[src/rtl/div_unit.sv]
// div_unit: multi-cycle radix-2 restoring divider for the execute stage.
// Produces {remainder, quotient} one quotient bit per cycle. Signed operation
// divides magnitudes and then fixes the signs. Compile-time option
// DIV_ZERO_FAST_EN adds a short path for a zero divisor that returns 0.
module div_unit #(
  parameter int WIDTH = 32
) (
  input  logic               clk,
  input  logic               rst,
  input  logic               start,
  input  logic               signed_div,
  input  logic [WIDTH-1:0]   opdata1,
  input  logic [WIDTH-1:0]   opdata2,
  input  logic               annul,
  output logic [2*WIDTH-1:0] result,
  output logic               ready
);

  localparam int CntW = $clog2(WIDTH);
  localparam logic [WIDTH-1:0] One = WIDTH'(1);
  localparam logic [CntW-1:0] LastIter = CntW'(WIDTH - 1);

  typedef enum logic [1:0] {StIdle, StBusy, StDone, StZero} stateT;

  stateT              stateQ, stateD;
  logic [CntW-1:0]    cntQ, cntD;
  logic [2*WIDTH:0]   remQuoQ, remQuoD;
  logic [WIDTH-1:0]   divisorQ, divisorD;
  logic               qNegQ, qNegD;
  logic               rNegQ, rNegD;
  logic [2*WIDTH-1:0] resultD;

  logic [WIDTH-1:0]   absA, absB;
  logic [2*WIDTH:0]   shifted, iterNext;
  logic [WIDTH:0]     trial;
  logic [WIDTH-1:0]   quo, rem, quoFix, remFix;

  // Operand magnitudes; the most negative value maps onto itself as unsigned.
  always_comb begin
    absA = (signed_div && opdata1[WIDTH-1]) ? (~opdata1 + One) : opdata1;
    absB = (signed_div && opdata2[WIDTH-1]) ? (~opdata2 + One) : opdata2;
  end

  // One restoring step: shift, trial subtract, keep difference if non-negative.
  always_comb begin
    shifted = {remQuoQ[2*WIDTH-1:0], 1'b0};
    trial   = shifted[2*WIDTH:WIDTH] - {1'b0, divisorQ};
    if (trial[WIDTH]) begin
      iterNext = shifted;
    end else begin
      iterNext = {trial, shifted[WIDTH-1:1], 1'b1};
    end
    quo    = iterNext[WIDTH-1:0];
    rem    = iterNext[2*WIDTH-1:WIDTH];
    quoFix = qNegQ ? (~quo + One) : quo;
    remFix = rNegQ ? (~rem + One) : rem;
  end

  // Next-state, datapath and result load; annul overrides everything.
  always_comb begin
    stateD   = stateQ;
    cntD     = cntQ;
    remQuoD  = remQuoQ;
    divisorD = divisorQ;
    qNegD    = qNegQ;
    rNegD    = rNegQ;
    resultD  = result;
    if (annul) begin
      stateD = StIdle;
      cntD   = '0;
    end else begin
      unique case (stateQ)
        StIdle: begin
          cntD = '0;
          if (start) begin
            remQuoD  = {{(WIDTH + 1){1'b0}}, absA};
            divisorD = absB;
            qNegD    = signed_div & (opdata1[WIDTH-1] ^ opdata2[WIDTH-1]);
            rNegD    = signed_div & opdata1[WIDTH-1];
            stateD   = StBusy;
`ifdef DIV_ZERO_FAST_EN
            if (opdata2 == '0) begin
              stateD = StZero;
            end
`endif
          end
        end
        StBusy: begin
          remQuoD = iterNext;
          cntD    = cntQ + CntW'(1);
          if (cntQ == LastIter) begin
            stateD  = StDone;
            cntD    = '0;
            resultD = {remFix, quoFix};
          end
        end
        StDone: begin
          // Requester holds start until it sees ready; leave once it drops.
          if (!start) begin
            stateD = StIdle;
          end
        end
        StZero: begin
`ifdef DIV_ZERO_FAST_EN
          stateD  = StDone;
          resultD = '0;
`else
          stateD  = StIdle;
`endif
        end
        default: stateD = StIdle;
      endcase
    end
  end

  // State and datapath registers.
  always_ff @(posedge clk or posedge rst) begin
    if (rst) begin
      stateQ   <= StIdle;
      cntQ     <= '0;
      remQuoQ  <= '0;
      divisorQ <= '0;
      qNegQ    <= 1'b0;
      rNegQ    <= 1'b0;
      result   <= '0;
    end else begin
      stateQ   <= stateD;
      cntQ     <= cntD;
      remQuoQ  <= remQuoD;
      divisorQ <= divisorD;
      qNegQ    <= qNegD;
      rNegQ    <= rNegD;
      result   <= resultD;
    end
  end

  assign ready = (stateQ == StDone);

endmodule

[config.mk]
export PLATFORM = sky130hd
export DESIGN_NAME = div_unit
export DESIGN_NICKNAME = d
export VERILOG_FILES = /design/src/rtl/div_unit.sv
export SDC_FILE = /design/constraint.sdc
export NUM_CORES = 1
export LEC_CHECK = 0
export ABC_AREA = 1
export CELL_PAD_IN_SITES_DETAIL_PLACEMENT = 1
export CELL_PAD_IN_SITES_GLOBAL_PLACEMENT = 2
export CORE_ASPECT_RATIO = 1.25
export CORE_MARGIN = 2
export CORE_UTILIZATION = 29
export CTS_CLUSTER_SIZE = 10
export DETAILED_ROUTE_END_ITERATION = 10
export PLACE_DENSITY_LB_ADDON = 0.1
export SYNTH_ARGS = -nofsm -noshare
export SYNTH_HDL_FRONTEND = slang
export SYNTH_SLANG_ARGS = --single-unit
[constraint.sdc]
create_clock -name clk -period 5.34 [get_ports clk]
set_input_delay 0.534 -clock clk [delete_from_list [all_inputs] [get_ports clk]]
set_output_delay 0.534 -clock clk [all_outputs]
set_load 0.02 [all_outputs]
==> results.yml, run 1 <==
power_and_ir_drop:
  leakage_nw: 8.10
  power.density_nw_per_um2: 584
  clockPowerShare: 0.154
  p_seq_frac: 0.191
  combPwrFrac: 0.655
  switchingPower_mw: 5.10
  internal-power_mw: 4.09
  switching_share: 0.555
  ir_drop_uv: 272
critical_path:
  arrival_ns: 4.77
  worst_setup_path_end_kind: "flop"
  cp_common_cell: "nand2_1"
  critPathMaxFanout: 15
  required_ns: 5.69
  critPathMaxStageDelay_ns: 0.43
  path_class: "reg -> reg"
  start_kind: "flop"
  crit_slowest_cell: "fa_1"
min_path:
  min_path_type: "reg -> reg"
place:
  place_congestion: 0.871
  dpl.cell_count: 2720
  portBuffers: 133
  hpwl_um: 42200
  pre_cts_slack_ns: 0.959
detailed_routing:
  remaining_drc_errors: 0
  vias: 13221
  vias_per_cell: 4.80
  wire_per_inst_um: 18.7
  ant_nets: 0
  wl_um: 51500
  drt-pass1-iter-count: 4
  drtIter0Drc: 565
clock_network:
  cts_buffers: 17
  clk_path_buf_depth: 2
  htree_levels: 4
  path_clk_slew_ns: 0.07
  cts_resized: 0
  cts_root_buf: "clkbuf_16"
  clk_latency_ns: 0.47
  postCtsSetupRepairBufs: 0
  holdBufCountCts: 0
  cts_tree: "done"
  cts_num_sinks: 169
cells_and_area:
  final_util: 0.349
  area.growth.synth_to_final_pct: 19.0
  finalNonFillerCells: 2752
  nNetsFinal: 2269
  insertedDiodeCount: 0
  fillers: 5848
  final_layout_size_suffix_gt1_frac: 0.0593
  multiInputGateArea_sq_um: 7610
  ff_latch_area_sq_um: 4230
floorplanning:
  die_w_um: 195
  dieArea_sq_um: 47400
  initial_core_util: 0.294
  rows: 87
  ioPinCount: 134
  die_h_um: 243
  coreArea_sq_um: 45100
timing:
  fin_crit_ns: 4.41
  hold_viol: 0
  slew_violations: 0
  fin_crit_sh: 0.826
  timing.fmax_mhz: 227
  setup_viol_count_final: 0
  fin_skew_ns: 0.0150
  rsz0062_at_grt: "no"
  setup_ws_ns: 0.928
  fin_hold_ws_ns: 0.480
  tightest_slew_ns: 0.842
  slew_headroom: 0.439
  tns_ns: 0
logic_synthesis:
  seq_area_frac_synth: 0.320
  yosys.cell_types.count: 50
  ys_seq_elements: 169
  synth_ff_type: "dfrtp_1"
  synth_area_leaders: "dfrtp_1, nand2_1, inv_1, nand3_1, o21ai_0"
  synth_top_area_cell: "dfrtp_1"
  syn_nets: 2168
  synth_edf_count: 0
  avgSynthCellArea_sq_um: 6.42
  syn-cell-area_sq_um: 13200
  yosysWarnings: 0
  syn_inst: 2060
  postSynth.asyncResetShare: 1.00
  netlist.area_leader.share: 0.320
global_routing:
  grt_busiest_layer: "met2"
  first_global_vias: 13832
  grt-ovfl-total: 0
  antenna_found_initial: 0
  grt_pass1_wl_um: 80600
  grtUsageMet2: 0.378
  use_met3: 0.0220
  grt_use_met1: 0.289
  grt_max_degree: 96
  grt_use_total: 0.222
status:
  outcome: "finished clean"
run:
  drv_cap: 0
metal layers:
| metal | vias to the layer above | wire length [um] |
|---|---|---|
| li1 | 6749 | - |
| met1 | 6251 | 24100 |
| met2 | 164 | 24600 |
| met3 | 57 | 1030 |
| met4 | 0 | 1830 |
| met5 | - | 0 |
synth_stat cells (18+ instances only):
master    instances
nor3_1           18
nor2_1          154
o21ai_0         152
dfrtp_1         169
nand3_1         152
clkbuf_1         38
nand4_1          21
xor2_1           58
ha_1             38
o211ai_1         22
nand2_2          27
inv_1           278
nand2_1         707
o22ai_1          31
a21oi_1          50
worst max-delay path, delay by kind of cell, from the launching register on:
family                   cells  cell delay, ns
AND/OR/NAND/NOR             22            2.86
buffers and inverters        4            0.31
flip-flops                   1            0.37
adder cells (fa/ha/maj)      3            0.74
power groups by stage:
stage | registers [mW] | logic (mW) | clock network (mW)
final | 1.75 | 6.03 | 1.41
after global routing | 1.79 | 6.83 | 1.50
after CTS | 1.75 | 6.09 | 1.46
after detailed placement | 1.78 | 6.07 | 0
after global placement | 1.76 | 6.00 | 0
after floorplan | 1.68 | 4.32 | 0
layout make-up:
| class | count | share of cell area |
|---|---|---|
| inverters | 294 | 0.0704 |
| flip-flops and latches | 169 | 0.269 |
| well taps | 578 | 0.0459 |
| clock inverters | 14 | 0.0131 |
| multi-input cells | 1535 | 0.483 |
| repair buffers | 144 | 0.0906 |
| clock buffers | 18 | 0.0279 |
state kept, by name, summed over array words and instances (netlist names):
signal and count:
cntQ 5, divisorQ 32, qNegQ 1, rNegQ 1
remQuoQ 64, result 64, stateQ 2
stage by stage:
step	power (mW)	instance area, sq um
finish	9.20	15700
global placement	7.76	15100
detailed placement	7.85	15100
CTS	9.30	15700
global route	10.1	15700
floorplan	6.00	13200
path summary, 6_finish.rpt:
path,cells after the start,from,slack [ns],end
setup reg to reg,29,remQuoQ[31]$_DFFE_PP0P_,0.93,result[30]$_DFFE_PP0P_
max in group asynchronous,3,rst,3.72,divisorQ[11]$_DFFE_PP0P_
min in group asynchronous,2,rst,0.55,result[48]$_DFFE_PP0P_
hold / removal,2,result[45]$_DFFE_PP0P_,0.48,result[45]$_DFFE_PP0P_
setup / recovery,29,remQuoQ[31]$_DFFE_PP0P_,0.93,result[30]$_DFFE_PP0P_
hold reg to reg,2,result[45]$_DFFE_PP0P_,0.48,result[45]$_DFFE_PP0P_
placed cells by master (no fill, tap or decap), drive strengths merged, types with 6 or more instances in the layout:
cell type / synthesis / layout
o31ai: 10 / 10
nor2: 170 / 170
or2: 6 / 6
xor2: 58 / 58
clkbuf: 38 / 18
inv: 290 / 297
o211ai: 22 / 22
xnor2: 10 / 10
o22ai: 31 / 31
clkinv: 4 / 7
a21oi: 54 / 54
o21ai: 161 / 161
dfrtp: 169 / 169
nand4: 21 / 21
clkdlybuf4s50: 0 / 133
nor3: 19 / 19
nand3: 156 / 156
buf: 24 / 11
ha: 38 / 38
nand3b: 10 / 10
nand2: 744 / 744
cell families (layout without fill, tap and decap cells):
| logic type | Yosys count | after routing | share of synthesized area |
|---|---|---|---|
| DFF | 169 | 169 | 0.320 |
| and+or+nand+nor | 1137 | 1137 | 0.368 |
| adders and majority gates | 39 | 39 | 0.0375 |
| buffers and inverters | 356 | 470 | 0.106 |
| AOI/OAI and AO/OA | 291 | 291 | 0.124 |
| xor gates and xnor gates | 68 | 68 | 0.0450 |
No activity file was read; power rests on OpenSTA's default activity.
==> run 2: changes to the inputs <==
--- a/config.mk
+++ b/config.mk
@@ -10,7 +10,7 @@
 export CELL_PAD_IN_SITES_GLOBAL_PLACEMENT = 2
 export CORE_ASPECT_RATIO = 1.25
 export CORE_MARGIN = 2
-export CORE_UTILIZATION = 29
+export CORE_UTILIZATION = 32
 export CTS_CLUSTER_SIZE = 10
 export DETAILED_ROUTE_END_ITERATION = 10
 export PLACE_DENSITY_LB_ADDON = 0.1
==> constraint.sdc (replaced) <==
create_clock -name clk -period 4.5 [get_ports clk]
set_input_delay 0.45 -clock clk [delete_from_list [all_inputs] [get_ports clk]]
set_output_delay 0.45 -clock clk [all_outputs]
set_load 0.02 [all_outputs]
==> results.yml, run 2 (synthesized netlist as in run 1, its figures left out) <==
detailed_routing:
  drtIter0Drc: 644
  wire_per_inst_um: 19.1
  vias: 13513
  ant_nets: 0
  drt-pass1-iter-count: 4
  remaining_drc_errors: 0
  vias_per_cell: 4.94
  wl_um: 52400
critical_path:
  startpoint: "remQuoQ[31]$_DFFE_PP0P_"
  start_kind: "flop"
  cp_common_cell: "nand2_4"
  worst_setup_path_end_kind: "flop"
  rr_worst_depth: 30
  critPathMaxStageDelay_ns: 0.33
  path_class: "reg -> reg"
  r2r_slack_ns: 0.52
  required_ns: 4.86
  arrival_ns: 4.34
  critPathMaxFanout: 15
  crit_slowest_cell: "dfrtp_1"
  worstReg2RegStart: "remQuoQ[31]$_DFFE_PP0P_"
cells_and_area:
  layout_commonest_cell: "nand2_1"
  area.growth.synth_to_final_pct: 19.0
  final_layout_size_suffix_gt1_frac: 0.0642
  insertedDiodeCount: 0
  final_cell_mix: "nand2_1, inv_1, dfrtp_1, nor2_1, o21ai_0"
  reg.largest.list: "remQuoQ x64, result x64, divisorQ x32"
  nNetsFinal: 2278
floorplanning:
  die_h_um: 231
  coreArea_sq_um: 40900
  die_w_um: 186
  dieArea_sq_um: 43000
  initial_core_util: 0.323
  ioPinCount: 134
  rows: 83
global_routing:
  grt_max_degree: 121
  grt_use_met1: 0.280
  first_global_vias: 14493
  grt_pass1_wl_um: 81200
  grtUsageMet2: 0.482
  grt_use_total: 0.252
  grt_busiest_layer: "met2"
  use_met3: 0.0240
  antenna_found_initial: 1
  grt-ovfl-total: 0
clock_network:
  cts_num_sinks: 169
  cts_tree: "done"
  clk_latency_ns: 0.47
  holdBufCountCts: 0
  cts_buffers: 17
  path_clk_slew_ns: 0.07
  postCtsSetupRepairBufs: 0
  cts_root_buf: "clkbuf_16"
  clk_path_buf_depth: 2
  htree_levels: 4
status:
  outcome: "finished clean"
power_and_ir_drop:
  switching_share: 0.564
  p_seq_frac: 0.195
  switchingPower_mw: 6.11
  ir_drop_uv: 336
  clockPowerShare: 0.142
  total_power_mw: 10.8
  power.density_nw_per_um2: 688
  internal-power_mw: 4.73
  combPwrFrac: 0.663
  leakage_nw: 8.11
timing:
  timing.fmax_mhz: 251
  tns_ns: 0
  fin_skew_ns: 0.0113
  hold_viol: 0
  slew_violations: 0
  tightest_slew_ns: 0.849
  setup_viol_count_final: 0
  fin_crit_sh: 0.885
  rsz0062_at_grt: "no"
  slew_headroom: 0.434
  fin_crit_ns: 3.98
run:
  drv_cap: 0
min_path:
  hold_start: "result[32]$_DFFE_PP0P_"
  hold_path_depth: 2
  min_path_type: "reg -> reg"
place:
  hpwl_um: 42500
  portBuffers: 133
  place_congestion: 0.858
==> run 2: cell types whose count changed in the layout (fill, tap and decap cells not counted), moves of 2 or more <==
cell,before,now
buf_4,10,18
inv_6,7,3
bufinv_16,4,1
clkinvlp_4,0,3
inv_8,1,3
==> run 2: metrics by stage <==
step                 util  hold slack, ns  cells  setup slack, ns  cell area [sq um]
detailed placement  0.370           0.472   2703            0.353              15100
finish              0.385           0.486   2734            0.520              15700
global placement    0.370           0.467   2703            0.485              15100
CTS                 0.385           0.490   2734            0.309              15700
global route        0.385           0.507   2734           0.0297              15700
floorplan               -           0.453   2060            0.683              13200
==> run 2: routing by layer <==
metal	wire length, um	up-vias	share of wire
met4	1860	2	0.036
met3	1030	74	0.020
met2	28300	181	0.54
li1	-	6773	-
met5	13	-	0.00025
met1	21100	6483	0.40
==> run 2: critical path: cells and delay by family, from the launching register on <==
| family | cells | cell delay [ns] |
|---|---|---|
| simple gates | 23 | 2.63 |
| fa+ha+maj | 3 | 0.58 |
| buf+inv | 4 | 0.34 |
| flops | 1 | 0.33 |
==> run 2: final timing paths <==
kind | to
max in group asynchronous | divisorQ[9]$_DFFE_PP0P_
min reg2reg | result[32]$_DFFE_PP0P_
max reg2reg | result[28]$_DFFE_PP0P_
max | result[28]$_DFFE_PP0P_
min | result[32]$_DFFE_PP0P_
min in group asynchronous | result[39]$_DFFE_PP0P_
==> run 2: cell type report <==
cell class	count	area, sq um
multi-input combinational	1535	7620
tap	552	691
fill	5366	25200
timing repair buffer	153	1510
clock buffer	19	453
clock inverter	12	135
sequential	169	4230
inverter	294	1110
==> run 2: repair_timing <==
action / 4_1_cts / 5_1_grt
resized for setup: 0 / 4
setup endpoints to repair: 0 / 3
endpoints found under the hold margin: 0 / 0
==> run 2: power groups by stage <==
stage / Clock (mW) / Combinational (mW) / Sequential (mW)
6_report: 1.54 / 7.19 / 2.11
3_3_place_gp: 0 / 7.15 / 2.12
4_1_cts: 1.59 / 7.28 / 2.11
5_1_grt: 1.63 / 8.13 / 2.14
3_5_place_dp: 0 / 7.24 / 2.14
2_1_floorplan: 0 / 5.13 / 2.00
==> run 3: changes to the inputs <==
--- a/config.mk
+++ b/config.mk
@@ -6,14 +6,14 @@
 export NUM_CORES = 1
 export LEC_CHECK = 0
 export ABC_AREA = 1
+export CAP_MARGIN = 30
 export CELL_PAD_IN_SITES_DETAIL_PLACEMENT = 1
 export CELL_PAD_IN_SITES_GLOBAL_PLACEMENT = 2
 export CORE_ASPECT_RATIO = 1.25
-export CORE_MARGIN = 2
 export CORE_UTILIZATION = 32
 export CTS_CLUSTER_SIZE = 10
 export DETAILED_ROUTE_END_ITERATION = 10
-export PLACE_DENSITY_LB_ADDON = 0.1
+export PLACE_DENSITY_LB_ADDON = 0.12
 export SYNTH_ARGS = -nofsm -noshare
 export SYNTH_HDL_FRONTEND = slang
 export SYNTH_SLANG_ARGS = --single-unit
==> results.yml, run 3 (synthesized netlist as in run 1, its figures left out) <==
clock_network:
  path_clk_slew_ns: 0.07
  cts_num_sinks: 169
  clk_latency_ns: 0.47
  clk_path_buf_depth: 2
  postCtsSetupRepairBufs: 0
  htree_levels: 4
  cts_root_buf: "clkbuf_16"
  cts_buffers: 17
  cts_tree: "done"
cells_and_area:
  final_util: 0.390
  nNetsFinal: 2275
  final_layout_size_suffix_gt1_frac: 0.0624
  fillers: 5330
  reg.largest.list: "remQuoQ x64, result x64, divisorQ x32"
  final_cell_mix: "nand2_1, inv_1, dfrtp_1, nor2_1"
  layout_commonest_cell: "nand2_1"
  area.growth.synth_to_final_pct: 19.1
  insertedDiodeCount: 0
  finalNonFillerCells: 2726
global_routing:
  grt_pass1_wl_um: 80900
  antenna_found_initial: 0
  grt-ovfl-total: 0
  grt_use_total: 0.253
  first_global_vias: 14318
  grt_max_degree: 121
floorplanning:
  die_w_um: 184
  ioPinCount: 134
  rows: 82
  initial_core_util: 0.327
  coreArea_sq_um: 40400
  die_h_um: 229
  dieArea_sq_um: 42200
detailed_routing:
  vias: 13601
  vias_per_cell: 4.99
  remaining_drc_errors: 0
  wire_per_inst_um: 18.9
  wl_um: 51500
  ant_nets: 0
  drt-pass1-iter-count: 5
  drtIter0Drc: 537
timing:
  tns_ns: 0
  hold_viol: 0
  fin_skew_ns: 0.0185
  tightest_slew_ns: 0.867
  fin_crit_ns: 4.06
  rsz0062_at_grt: "no"
  timing.fmax_mhz: 246
  slew_violations: 0
  slew_headroom: 0.422
  setup_ws_ns: 0.442
  setup_viol_count_final: 0
  fin_crit_sh: 0.902
critical_path:
  r2r_slack_ns: 0.44
  worst_setup_path_end_kind: "flop"
  critPathMaxStageDelay_ns: 0.42
  path_class: "reg -> reg"
  start_kind: "flop"
  arrival_ns: 4.41
  cp_common_cell: "nand2_1"
  critPathMaxFanout: 5
  required_ns: 4.86
  crit_slowest_cell: "fa_1"
power_and_ir_drop:
  ir_drop_uv: 377
  power.density_nw_per_um2: 693
  leakage_nw: 8.13
  total_power_mw: 10.9
place:
  place_congestion: 0.931
  pre_cts_slack_ns: 0.370
  hpwl_um: 41500
  portBuffers: 133
  dpl.cell_count: 2694
status:
  outcome: "finished clean"
run:
  drv_cap: 0
min_path:
  min_path_type: "in -> async"
==> run 3: cell count changes in the layout (fill, tap and decap cells not counted), sizes merged <==
cell      delta
buf          -3
bufinv       +2
clkbuf       -1
clkinv       -2
clkinvlp     -1
inv          +3
==> run 3: layout make-up <==
class | count | area [sq um] | area share
multi-input cells | 1535 | 7620 | 0.483
flip-flops and latches | 169 | 4230 | 0.268
repair buffers | 150 | 1480 | 0.0942
inverters | 294 | 1110 | 0.0703
well taps | 546 | 683 | 0.0433
clock buffers | 18 | 439 | 0.0279
clock inverters | 14 | 200 | 0.0127
==> run 3: report_power, final <==
part / switching (mW) / internal, mW / total [mW]
clock: 0.748 / 0.918 / 1.67
sequential: 0.304 / 1.78 / 2.08
combinational: 5.05 / 2.13 / 7.18
total: 6.10 / 4.83 / 10.9
==> run 3: timing repair <==
action | CTS | global route
endpoints found under the setup margin | 0 | 2
hold buffers | 0 | 0
resized for setup | 0 | 2
==> run 3: metrics by stage <==
step | hold WS, ns | cell area (sq um)
CTS | 0.490 | 15800
global route | 0.508 | 15800
detailed placement | 0.470 | 15100
finish | 0.472 | 15800
floorplan | 0.453 | 13200
global placement | 0.467 | 15100
==> run 3: path summary, 6_finish.rpt <==
| check | cells after the start | startpoint | to |
|---|---|---|---|
| worst max-delay path | 29 | remQuoQ[31]$_DFFE_PP0P_ | result[28]$_DFFE_PP0P_ |
| worst min-delay path | 3 | rst | result[41]$_DFFE_PP0P_ |
| worst max register to register | 29 | remQuoQ[31]$_DFFE_PP0P_ | result[28]$_DFFE_PP0P_ |
| worst min register to register | 2 | result[23]$_DFFE_PP0P_ | result[23]$_DFFE_PP0P_ |
| max in group asynchronous | 3 | rst | divisorQ[16]$_DFFE_PP0P_ |
| min in group clk | 2 | result[23]$_DFFE_PP0P_ | result[23]$_DFFE_PP0P_ |
==> run 3: metal layers <==
metal / global-route usage / part of all wire
met1: 0.283 / 0.41
met2: 0.486 / 0.54
met3: 0.0224 / 0.016
met4: 0.0987 / 0.033
met5: 0 / 0
==> run 3: worst max-delay path: cells and delay by family, from the launching register on <==
| family | cells | cell delay, ns |
|---|---|---|
| AND/OR/NAND/NOR | 22 | 2.52 |
| buffers and inverters | 4 | 0.32 |
| adder cells (fa/ha/maj) | 3 | 0.71 |
| flip-flops | 1 | 0.37 |
